<file path="config.mk">
export PLATFORM = sky130hd
export DESIGN_NAME = strip_frame_writer
export DESIGN_NICKNAME = d
export VERILOG_FILES = /design/src/rtl/strip_pkg.sv /design/src/rtl/byte_packer.sv /design/src/rtl/counter.sv /design/src/rtl/strip_frame_writer.sv
export SDC_FILE = /design/constraint.sdc
export NUM_CORES = 1
export LEC_CHECK = 0
export ABC_AREA = 1
export CORE_ASPECT_RATIO = 0.75
export CORE_MARGIN = 4
export CORE_UTILIZATION = 45
export CTS_CLUSTER_DIAMETER = 60
export DETAILED_ROUTE_END_ITERATION = 16
export PLACE_DENSITY = 0.76
export SLEW_MARGIN = 20
export SYNTH_ARGS = -nofsm -noshare
export SYNTH_HDL_FRONTEND = slang
export SYNTH_HIERARCHICAL = 1
export SYNTH_SLANG_ARGS = --single-unit
</file>
<file path="constraint.sdc">
create_clock -name sys_clk -period 2.05 [get_ports sys_clk]
set_input_delay 0.615 -clock sys_clk [delete_from_list [all_inputs] [get_ports sys_clk]]
set_output_delay 0.615 -clock sys_clk [all_outputs]
set_load 0.005 [all_outputs]
</file>
<file path="src/rtl/strip_pkg.sv">
// Shared definitions for the strip frame writer: state encoding, word geometry,
// and pixel field offsets inside each 20-bit strip pixel.
package strip_pkg;

   // FILL collects bytes, WRITE strobes the buffer, CSUM checks the trailer
   // (checksum builds only), FULL holds the frame until the serialiser takes it.
   typedef enum logic [1:0] {
      StFill  = 2'd0,
      StWrite = 2'd1,
      StCsum  = 2'd2,
      StFull  = 2'd3
   } state_e;

   localparam int unsigned WORD_W         = 80;
   localparam int unsigned PIXEL_W        = 20;
   localparam int unsigned BYTES_PER_WORD = 10;
   localparam int unsigned FRAME_WORDS    = 128;

   // Pixel layout {R[6:0], G[6:0], B[5:0]}
   localparam int unsigned R_MSB = 19;
   localparam int unsigned R_LSB = 13;
   localparam int unsigned G_MSB = 12;
   localparam int unsigned G_LSB = 6;
   localparam int unsigned B_MSB = 5;
   localparam int unsigned B_LSB = 0;

endpackage

</file>
<file path="src/rtl/byte_packer.sv">
// Shifts host bytes into an 80-bit word, first byte ending up in the top byte.
// word_done_o flags the handshake that completes a word.
module byte_packer
   import strip_pkg::*;
(
   input  logic              clk_i,
   input  logic              rst_i,
   input  logic              clr_i,
   input  logic              en_i,
   input  logic [7:0]        data_i,
   output logic [3:0]        byte_idx_o,
   output logic [WORD_W-1:0] word_o,
   output logic              word_done_o
);

   logic [3:0]        idx_q;
   logic [WORD_W-1:0] word_q;

   assign word_done_o = en_i && (idx_q == 4'(BYTES_PER_WORD - 1));

   // Byte index: abandoned words restart at byte 0.
   always_ff @(posedge clk_i) begin
      if (rst_i || clr_i) begin
         idx_q <= '0;
      end else if (en_i) begin
         idx_q <= word_done_o ? 4'd0 : idx_q + 4'd1;
      end
   end

   // Shift register: after ten shifts byte 0 sits in [79:72].
   always_ff @(posedge clk_i) begin
      if (rst_i) begin
         word_q <= '0;
      end else if (en_i) begin
         word_q <= {word_q[WORD_W-9:0], data_i};
      end
   end

   assign byte_idx_o = idx_q;
   assign word_o     = word_q;

endmodule

</file>
<file path="src/rtl/counter.sv">
// Generic up-counter: synchronous clear has priority over enable; wraps at 2^WIDTH.
module counter #(
   parameter int unsigned WIDTH = 8
) (
   input  logic             clk_i,
   input  logic             rst_i,
   input  logic             en_i,
   output logic [WIDTH-1:0] out_o
);

   logic [WIDTH-1:0] count_q;

   // Count register with clear taking precedence.
   always_ff @(posedge clk_i) begin
      if (rst_i) begin
         count_q <= '0;
      end else if (en_i) begin
         count_q <= count_q + 1'b1;
      end
   end

   assign out_o = count_q;

endmodule

</file>
<file path="src/rtl/strip_frame_writer.sv">
// Packs the host byte stream into 80-bit strip words and fills the frame buffer.
// Partial frames are dropped after an inter-byte timeout.
// Build option: FRAME_CHECKSUM_EN adds a trailing XOR checksum byte per frame.
module strip_frame_writer
   import strip_pkg::*;
#(
   parameter int unsigned TIMEOUT_CYCLES = 5000,
   parameter int unsigned WORDS          = FRAME_WORDS,
   localparam int unsigned AddrW         = $clog2(WORDS)
) (
   input  logic              sys_clk,
   input  logic              rst,
   input  logic [7:0]        in_data,
   input  logic              in_valid,
   output logic              in_ready,
   output logic [AddrW-1:0]  wr_addr,
   output logic [WORD_W-1:0] wr_data,
   output logic              wr_en,
   output logic              frame_full,
   input  logic              frame_taken,
   output logic              frame_drop
);

   localparam int unsigned TimerW = $clog2(TIMEOUT_CYCLES);

   state_e            state_q, state_d;
   logic [3:0]        byte_idx;
   logic              word_done;
   logic [TimerW-1:0] timer;
   logic              accept, fill_byte, idle, timing, timeout, csum_bad, drop;
   logic              last_word, addr_clr, timer_clr;
   logic              frame_drop_q;

   assign accept    = in_valid && in_ready;
   assign fill_byte = accept && (state_q == StFill);
   // No frame in progress: nothing to time out, nothing to discard.
   assign idle      = (state_q == StFill) && (byte_idx == 4'd0) && (wr_addr == '0);
   assign timing    = (state_q == StFill) || (state_q == StCsum);
   assign timeout   = timing && !idle && (timer == TimerW'(TIMEOUT_CYCLES - 1));
   assign last_word = (wr_addr == AddrW'(WORDS - 1));
   assign drop      = timeout || csum_bad;

   // Input is refused in the timeout cycle so no byte lands in a discarded frame.
   assign in_ready   = timing && !timeout;
   assign wr_en      = (state_q == StWrite);
   assign frame_full = (state_q == StFull);
   assign frame_drop = frame_drop_q;

   assign addr_clr  = rst || drop || (wr_en && last_word);
   assign timer_clr = rst || accept || idle || timeout;

`ifdef FRAME_CHECKSUM_EN
   logic [7:0] xor_q;

   // Running XOR of data bytes; the first byte of a frame restarts it.
   always_ff @(posedge sys_clk) begin
      if (rst) begin
         xor_q <= '0;
      end else if (fill_byte) begin
         xor_q <= idle ? in_data : (xor_q ^ in_data);
      end
   end

   assign csum_bad = (state_q == StCsum) && accept && (in_data != xor_q);
`else
   assign csum_bad = 1'b0;
`endif

   byte_packer u_packer (
      .clk_i       (sys_clk),
      .rst_i       (rst),
      .clr_i       (drop),
      .en_i        (fill_byte),
      .data_i      (in_data),
      .byte_idx_o  (byte_idx),
      .word_o      (wr_data),
      .word_done_o (word_done)
   );

   counter #(
      .WIDTH (AddrW)
   ) u_addr_cnt (
      .clk_i (sys_clk),
      .rst_i (addr_clr),
      .en_i  (wr_en),
      .out_o (wr_addr)
   );

   counter #(
      .WIDTH (TimerW)
   ) u_timer_cnt (
      .clk_i (sys_clk),
      .rst_i (timer_clr),
      .en_i  (timing),
      .out_o (timer)
   );

   // State and drop-pulse registers.
   always_ff @(posedge sys_clk) begin
      if (rst) begin
         state_q      <= StFill;
         frame_drop_q <= 1'b0;
      end else begin
         state_q      <= state_d;
         frame_drop_q <= drop;
      end
   end

   // Next-state logic; frame_taken only matters in FULL.
   always_comb begin
      state_d = state_q;
      unique case (state_q)
         StFill: begin
            if (timeout) begin
               state_d = StFill;
            end else if (word_done) begin
               state_d = StWrite;
            end
         end
         StWrite: begin
            if (last_word) begin
`ifdef FRAME_CHECKSUM_EN
               state_d = StCsum;
`else
               state_d = StFull;
`endif
            end else begin
               state_d = StFill;
            end
         end
         StCsum: begin
            if (timeout || csum_bad) begin
               state_d = StFill;
            end else if (accept) begin
               state_d = StFull;
            end
         end
         StFull: begin
            if (frame_taken) begin
               state_d = StFill;
            end
         end
         default: state_d = StFill;
      endcase
   end

endmodule
</file>
# Word-level counts from Yosys, hierarchy flattened
# Index checks and enable logic that the tools add are counted.
# classes
add_sub_neg	3
n_eq_ne	9
n_mux	8
n_reduce_logical	21
# op_table
cell	n
$add A13 B1 Y13 const B	1
$eq A13 B13 Y1 const B	1
$mux W2	6
$logic_and A1 B1 Y1	9
$pmux W2 S4	1
$add A7 B1 Y7 const B	1
$eq A7 B7 Y1 const B	1
$logic_not A7 Y1	1
$logic_or A1 B1 Y1	6
$add A4 B1 Y4 const B	1
$eq A2 B2 Y1 const B	2
$eq A4 B4 Y1 const B	1
$logic_not A4 Y1	1
$mux W4	1
$ne A3 B2 Y1 const B	1
$ne A3 B3 Y1 const B	1
$reduce_and A3 Y1	1
$eq A2 B1 Y1 const B	1
$logic_not A1 Y1	2
$logic_not A2 Y1	1
$ne A2 B1 Y1 const B	1
# word_totals
reg_bits	107
elab_cells	47

# Depth between registers and ports, before layout
# Gate-level depths: netlist of the first run.
# depth
depth_word	14
ltp_mapped	18
ltp_nobuf	17

# Hierarchy
# Netlist of the first run, hierarchy kept.
# by_module_without_submodules
mod	instances	cells_per_inst	area_per_inst_um2	seq_area_each_um2
byte_packer	1	379	3020.4	1681.6
counter (u_timer_cnt)	1	93	629.4	260.2
strip_frame_writer	1	81	401.6	60.1
counter (u_addr_cnt)	1	43	314.1	140.1

# Least setup slack after synthesis of the first run
# No wires, ideal clock.
# synth_timing
path_kind	register -> register
from	register state_q[0]
to	register state_q[0]
arrival_ps	1896
t_required_ps	1939
path_slack_ps	43
stages_incl_launch_ff	18
path_buffers	1
cell_sequence	dfxtp_1 > inv_2 > nand2_2 > nor2_2 > nand2_2 > nand2_2 > inv_2 > nor2_2 > nand2_2 > nor2_2 > buf_6 > nand4_1 > inv_1 > nor2_1 > a21oi_1 > nand2_1 > nand2_1 > nor2_1
# synth_between
elab_cells_between_ends	22
# synth_lines
item	line_no	rtl
start: declaration	strip_frame_writer.sv:26	state_e state_q, state_d;
start signal: assignment	strip_frame_writer.sv:101	state_q <= StFill;
start signal: assignment	strip_frame_writer.sv:104	state_q <= state_d;
$eq A2 B2 Y1 / $logic_not A2 Y1 (equally long branches)	strip_frame_writer.sv:38	assign timing = (state_q == StFill) || (state_q == StCsum);
$logic_or A1 B1 Y1 (*)	strip_frame_writer.sv:38	
via timing	strip_frame_writer.sv:30	logic accept, fill_byte, idle, timing, timeout, csum_bad, drop;
$logic_and A1 B1 Y1 (*) (2 in series)	strip_frame_writer.sv:39	assign timeout = timing && !idle && (timer == TimerW'(TIMEOUT_CYCLES - 1));
via drop	strip_frame_writer.sv:30	
$logic_not A1 Y1 (*)	strip_frame_writer.sv:44	assign in_ready = timing && !timeout;
$logic_and A1 B1 Y1 (*)	strip_frame_writer.sv:44	
via in_ready	strip_frame_writer.sv:15	output logic in_ready,
$logic_and A1 B1 Y1 (*)	strip_frame_writer.sv:34	assign accept = in_valid && in_ready;
$logic_and A1 B1 Y1 (*)	strip_frame_writer.sv:35	assign fill_byte = accept && (state_q == StFill);
via fill_byte	strip_frame_writer.sv:30	
$logic_and A1 B1 Y1 (*)	byte_packer.sv:19	assign word_done_o = en_i && (idx_q == 4'(BYTES_PER_WORD - 1));
via word_done	strip_frame_writer.sv:28	logic word_done;
$ne A3 B2 Y1 (no line) (*)	n/a	
$reduce_and A3 Y1 (no line) (*)	n/a	
# Mark *: on every way through the listed nets, which the timed path passes. The rest lies on a longest branch.
# A chain may end at the register's enable or synchronous reset.

# Final worst setup path of the first run
# layout_timing
from	register u_packer.idx_q[0], in the netlist u_packer/byte_idx_o[0]
to	output port in_ready
# layout_between
elab_chain_cells	8
# layout_lines
item	line_no	rtl
start: declaration	byte_packer.sv:16	logic [3:0] idx_q;
start signal: assignment	byte_packer.sv:26	idx_q <= word_done_o ? 4'd0 : idx_q + 4'd1;
$logic_not A4 Y1	strip_frame_writer.sv:37	assign idle = (state_q == StFill) && (byte_idx == 4'd0) && (wr_addr == '0);
$logic_and A1 B1 Y1 (2 in series)	strip_frame_writer.sv:37	
$logic_not A1 Y1	strip_frame_writer.sv:39	
$logic_and A1 B1 Y1 (2 in series)	strip_frame_writer.sv:39	
via drop	strip_frame_writer.sv:30	
$logic_not A1 Y1	strip_frame_writer.sv:44	
$logic_and A1 B1 Y1	strip_frame_writer.sv:44	
end: declaration	strip_frame_writer.sv:15	
# The timed path passes the listed nets, and every way through them passes these cells.

==> reports/results.ini, run 1 <==
[synthesis]
synth-async-reset-ratio = 0
yosys.cell_count.top_type = nand2_1
synth_area_leader_cell = dfxtp_1
ys.flop_type = dfxtp_1
synth_top_area_share = 0.491
yosys_warnings = 6
seq_area_frac_synth = 0.491
syn_area_mm2 = 0.00437
netlist_top_cells_area = dfxtp_1 (49%), nand2_1 (19%), a21oi_1 (11%)
syn_avg_cell_area_um2 = 7.32
synth_nets = 612
yosys.cell_types.count = 24
yosys-top-cells-count = nand2_1 (225), dfxtp_1 (107), a21oi_1 (93), nor2_1 (47), inv_1 (35)
syn_inst = 596
ys_ff_latch = 107
synth_edf_count = 0

[clocking]
cts_root_buf = clkbuf_16
cts_made_buffers = 9
clkLatencyLatePin_ns = 0.34
hold_buffers = 0
cts_tree = yes
clockBufferDepth = 2
clkTransAtPathRegs_ns = 0.07
htreeDepth = 3
cts.sinks = 107

[job]
drv_cap = 0

[critical_path]
r2r-start = u_packer/byte_idx_o[0]
cp.arrival_ns = 1.41
crit_start = u_packer/byte_idx_o[0]
endpoint_kind = output port
path_max_fanout = 2
path_class = register to output port
rr_endpoint = state_q[0]
cp-start-kind = register
reg2reg_slack_ns = 0.04
crit_path_end = in_ready
required_ns = 1.43
reg2reg_depth = 17

[sta]
hold_violations = 0
setup_violations = 0
tightest_slew_ns = 0.362
fin_worst_skew_ns = 0.00810
slew_viol_final = 0
fmax_ghz = 0.493
fin_crit_sh = 0.989
maxSlewHeadroom = 0.759
hold_ws_ns = 0.472
fin_tns_setup_ns = 0
finalCriticalPeriod_ns = 2.03
rsz0062_at_grt = true

[route]
vias_per_cell = 4.97
num_vias = 4286
ant_nets = 0
first_pass_iters = 6
wl_um = 11600
routedWlPerCell_um = 13.4
drc = 0
drtIter0Drc = 287

[power]
p_sw_frac = 0.243
intPower_uw = 3070
p_total_uw = 4060
leakagePower_uw = 0.00226
powerDensity_mw_per_mm2 = 665
vdd_drop_max_mv = 0.415
pwr-share-comb = 0.064
p_switching_uw = 989
power_frac_clock = 0.415
pwr-share-seq = 0.521

[cells_and_area]
n_antenna_cell = 0
fin_cells = 862
post-route-cell-area_mm2 = 0.00611
area_growth_pct = 40.0
nets = 745
drive_above_1_share = 0.153

[floorplan]
core.rowCount = 30
fp.dieH_um = 93.3
die_area_mm2 = 0.0114
pin_count = 103
coreArea_mm2 = 0.00923
die_x_um = 122
initial_core_util = 0.473

[place]
placed_cells = 834
dpl_cell_area_mm2 = 0.00567
hpwlAfterDp_um = 7900
gp_congestion = 0.939
port-buffer-count = 102

[global_route]
grt-ovfl-total = 0
grt_pass1_wl_um = 18500
grt_util_all_layers = 0.200
grt_max_degree = 83
antenna_found_initial = 0
grt_pass1_vias = 4048

[outcome]
status = complete, no violations

[worst_hold_path]
min_path_type = register to register

==> what timing repair did <==
| action | CTS | global route |
|---|---|---|
| hold endpoints to repair | 0 | 0 |
| resized for setup | 8 | 25 |
| pin swaps | 5 | 18 |
| setup buffers | 10 | 3 |
| setup endpoints to repair | 3 | 86 |
==> worst max-delay path: stages, from the launching register on <==
cell      delay, ns
dfxtp_1        0.31
nor2_1         0.10
nand2_1        0.09
nor2_2         0.13
nand2_2        0.07
nand2_2        0.09
inv_2          0.06
nor2_4         0.11
clkbuf_2       0.12
==> registers in the layout, summed over array words and instances, names as in the netlist <==
name	flops
u_timer_cnt/out_o	13
u_addr_cnt/out_o	7
frame_drop	1
u_packer/byte_idx_o	4
u_packer/word_o	80
state_q	2
==> per-layer routing <==
metal,GRT usage,wire [um],share of wire
met5,0,0,0
met4,0.0737,265,0.023
met3,0.0623,777,0.067
met2,0.319,5450,0.47
met1,0.255,5080,0.44
==> power by group through the flow <==
stage / logic [uW] / clock network [uW] / registers (uW)
after floorplan: 148 / 0 / 2170
after global placement: 246 / 0 / 2170
after CTS: 251 / 1720 / 2120
final: 261 / 1690 / 2120
after detailed placement: 250 / 0 / 2170
after global routing: 285 / 1790 / 2120
==> metrics by stage <==
stage / setup WS (ns) / util
3_5_place_dp: -0.0411 / 0.614
6_report: 0.0230 / 0.662
4_1_cts: -0.0542 / 0.655
3_3_place_gp: 0.0438 / 0.614
5_1_grt: -0.128 / 0.662
2_1_floorplan: 0.0429 / -
==> placed cells by master, fill, tap and decap left out, drive strengths merged, types with 9 or more instances in the layout <==
master / n
nor2: 57
o21ai: 9
clkdlybuf4s50: 98
nand2: 233
nand3: 15
buf: 48
clkbuf: 10
a21oi: 93
inv: 45
dfxtp: 107
==> how the worst min path moves through the flow <==
stage / slack, ns / cells past startpoint / to / startpoint
finish: 0.47 / 2 / u_packer/word_o[75] / u_packer/word_o[75]
global route: 0.49 / 2 / u_packer/word_o[78] / u_packer/word_o[78]
CTS: 0.47 / 2 / u_packer/word_o[74] / u_packer/word_o[74]
detailed placement: 0.46 / 2 / u_packer/word_o[74] / u_packer/word_o[74]
global placement: 0.45 / 2 / u_packer/word_o[75] / u_packer/word_o[75]
floorplan: 0.46 / 2 / u_packer/word_o[72] / u_packer/word_o[72]
==> logic make-up after synthesis <==
kind of cell	Yosys count	synth area share
AO/OA/AOI/OAI	104	0.120
buffers and inverters	68	0.0814
flip-flops	107	0.491
adder cells (fa/ha/maj)	4	0.0115
XOR/XNOR	1	0.00201
AND/OR/NAND/NOR	312	0.294
==> final cells by class <==
cell class,instances,area (um2)
timing repair buffer,149,1440
tap,128,160
clock buffer,9,225
inverter,41,154
sequential,107,2160
clock inverter,7,67.6
fill,799,3120
multi-input combinational,421,1910
Note: power is estimated with default switching activity, not from simulation.
==> run 2, diff against run 1 <==
Settings changed: CORE_MARGIN 4 to 2, PLACE_DENSITY 0.76 to 0.83.
==> run 2 against run 1 <==
Effect of this change: combinational power decreased by 2%; largest power group unchanged; power rose by 0.12%; highest routed layer unchanged; clock skew down 0.0015 ns; register-to-register slack better by 0.08 ns; fmax is 0.39% lower; flip-flop and latch count is the same; critical path depth fell by 4; cell count decreased by 1.0%.
==> reports/results.ini, run 2 (synthesis gave the netlist of run 1 again) <==
[global_route]
grt_pass1_wl_um = 17200  ; -7.2%
antenna_found_initial = 0  ; unchanged
grt_max_degree = 48  ; -42%
grt_pass1_vias = 3789  ; -6.4%
grt-ovfl-total = 0  ; unchanged
grt_util_all_layers = 0.198  ; -0.00191

[cells_and_area]
nFillCells = 800  ; +0.13%
largest_register_ffs = 80  ; unchanged
nets = 732  ; -1.7%
area_growth_pct = 36.8
n_antenna_cell = 0  ; unchanged
final_cell_mix = nand2_1 (224), dfxtp_1 (101), clkdlybuf4s50_1 (99)
final_common_cell = nand2_1
drive_above_1_share = 0.122  ; -0.0305

[route]
first_pass_iters = 6  ; unchanged
wirelength_met1_um = 4730  ; -6.9%
drc = 0  ; unchanged
top_layer = met4
wl_um = 10900  ; -5.6%
dr_wl_met3_um = 681  ; -12%
routedWlPerCell_um = 12.8  ; -4.6%
ant_nets = 0  ; unchanged
num_vias = 4249  ; -0.86%
wl_met2_um = 5370  ; -1.4%
drtIter0Drc = 279  ; -2.8%
vias_per_cell = 4.98  ; +0.18%

[critical_path]
path_max_fanout = 3  ; +1
required_ns = 1.43  ; about the same
path_class = register to output port
rr_endpoint = state_q[0]
reg2reg_depth = 17  ; unchanged
cp-start-kind = register
r2r-start = u_packer/byte_idx_o[2]
endpoint_kind = output port
crit_start = state_q[0]
cp.arrival_ns = 1.42  ; about the same
crit_path_end = frame_full
reg2reg_slack_ns = 0.12  ; +0.08 ns

[sta]
rsz0062_at_grt = true
slew_viol_final = 0  ; unchanged
fin_worst_skew_ns = 0.00659  ; -0.00151 ns
hold_violations = 0  ; unchanged
tightest_slew_ns = 0.414  ; +0.0520 ns
setup_violations = 0  ; unchanged
finalCriticalPeriod_ns = 2.04  ; +0.00802 ns
maxSlewHeadroom = 0.724  ; -0.0347
fin_tns_setup_ns = 0  ; unchanged
fin_crit_sh = 0.993  ; +0.00391
fmax_ghz = 0.491  ; -0.39%
setup_slack_ns = 0.0150  ; -0.00802 ns

[floorplan]
fp.dieH_um = 89.3  ; -4.3%
initial_core_util = 0.458  ; -0.0153
die_area_mm2 = 0.0105  ; -7.4%
pin_count = 103  ; unchanged
core.rowCount = 31  ; +3.3%
coreArea_mm2 = 0.00954  ; +3.3%
die_x_um = 118  ; -3.3%

[place]
pre_cts_slack_ns = 0.00936  ; +0.0505 ns
gp_congestion = 0.883  ; -6.0%
hpwlAfterDp_um = 7720  ; -2.2%
port-buffer-count = 102  ; unchanged

[clocking]
htreeDepth = 3  ; unchanged
cts.sinks = 107  ; unchanged
cts_tree = yes
cts_made_buffers = 9  ; unchanged
clkLatencyLatePin_ns = 0.34  ; about the same
clkTransAtPathRegs_ns = 0.07  ; about the same
cts_root_buf = clkbuf_16
hold_buffers = 0  ; unchanged
clockBufferDepth = 2  ; unchanged

[outcome]
status = complete, no violations

[power]
vdd_drop_max_mv = 0.588  ; +41%
powerDensity_mw_per_mm2 = 681  ; +2.5%
p_total_uw = 4070  ; +0.12%
leakagePower_uw = 0.00215  ; -4.6%

[worst_hold_path]
min_path_type = register to register

[job]
drv_cap = 0  ; unchanged

## run 2: changes by cell type in the layout (fill, tap and decap cells not counted), moves of 2 or more
cell | previous run | this run
buf_4 | 38 | 28
inv_6 | 4 | 1
clkinv_4 | 0 | 2
dfxtp_1 | 96 | 101
nor2_4 | 8 | 6
nor2_1 | 43 | 47
buf_6 | 4 | 1
nor2_2 | 6 | 4
dfxtp_2 | 11 | 6
## run 2: worst min path at each step
stage                        start             endpoint  cells after the start
2_1_floorplan  u_packer/word_o[72]  u_packer/word_o[72]                      2
3_3_place_gp   u_packer/word_o[76]  u_packer/word_o[76]                      2
3_5_place_dp   u_packer/word_o[76]  u_packer/word_o[76]                      2
4_1_cts        u_packer/word_o[76]  u_packer/word_o[76]                      2
5_1_grt        u_packer/word_o[76]  u_packer/word_o[76]                      2
6_report       u_packer/word_o[76]  u_packer/word_o[76]                      2
## run 2: metal layers
| metal | vias to the layer above | global-route usage |
|---|---|---|
| met2 | 133 | 0.344 |
| met5 | - | 0 |
| met3 | 16 | 0.0491 |
| met4 | 0 | 0.0613 |
| li1 | 2114 | - |
| met1 | 1986 | 0.249 |
## run 2: what timing repair did
| action | CTS | global route |
|---|---|---|
| gates resized for setup | 9 | 7 |
| setup endpoints to repair | 2 | 44 |
| setup buffers | 3 | 0 |
| pin swaps | 2 | 0 |
## run 2: final cells by class
cell class | count | area (um2) | share of cell area
clock buffers | 10 | 239 | 0.0400
clock inverters | 6 | 56.3 | 0.00943
inverters | 41 | 154 | 0.0258
multi-input cells | 421 | 1880 | 0.314
flip-flops and latches | 107 | 2150 | 0.360
well taps | 132 | 165 | 0.0277
repair buffers | 136 | 1330 | 0.223
## run 2: report_power, final
group / switching [uW] / internal (uW)
clock network: 810 / 884
logic: 143 / 113
registers: 18.6 / 2100
total: 972 / 3100
## run 2: worst max-delay path, stage by stage (launching register included)
cell and delay (ns):
dfxtp_1 0.35, buf_4 0.13, nand2_1 0.06, inv_1 0.05, clkdlybuf4s50_1 0.49
## run 2: metrics by stage
step | instances | utilization | cell area (um2) | hold WS (ns)
2_1_floorplan | 596 | - | 4370 | 0.456
3_3_place_gp | 834 | 0.592 | 5650 | 0.450
3_5_place_dp | 834 | 0.592 | 5650 | 0.456
4_1_cts | 853 | 0.625 | 5960 | 0.468
5_1_grt | 853 | 0.626 | 5970 | 0.491
6_report | 853 | 0.626 | 5970 | 0.463
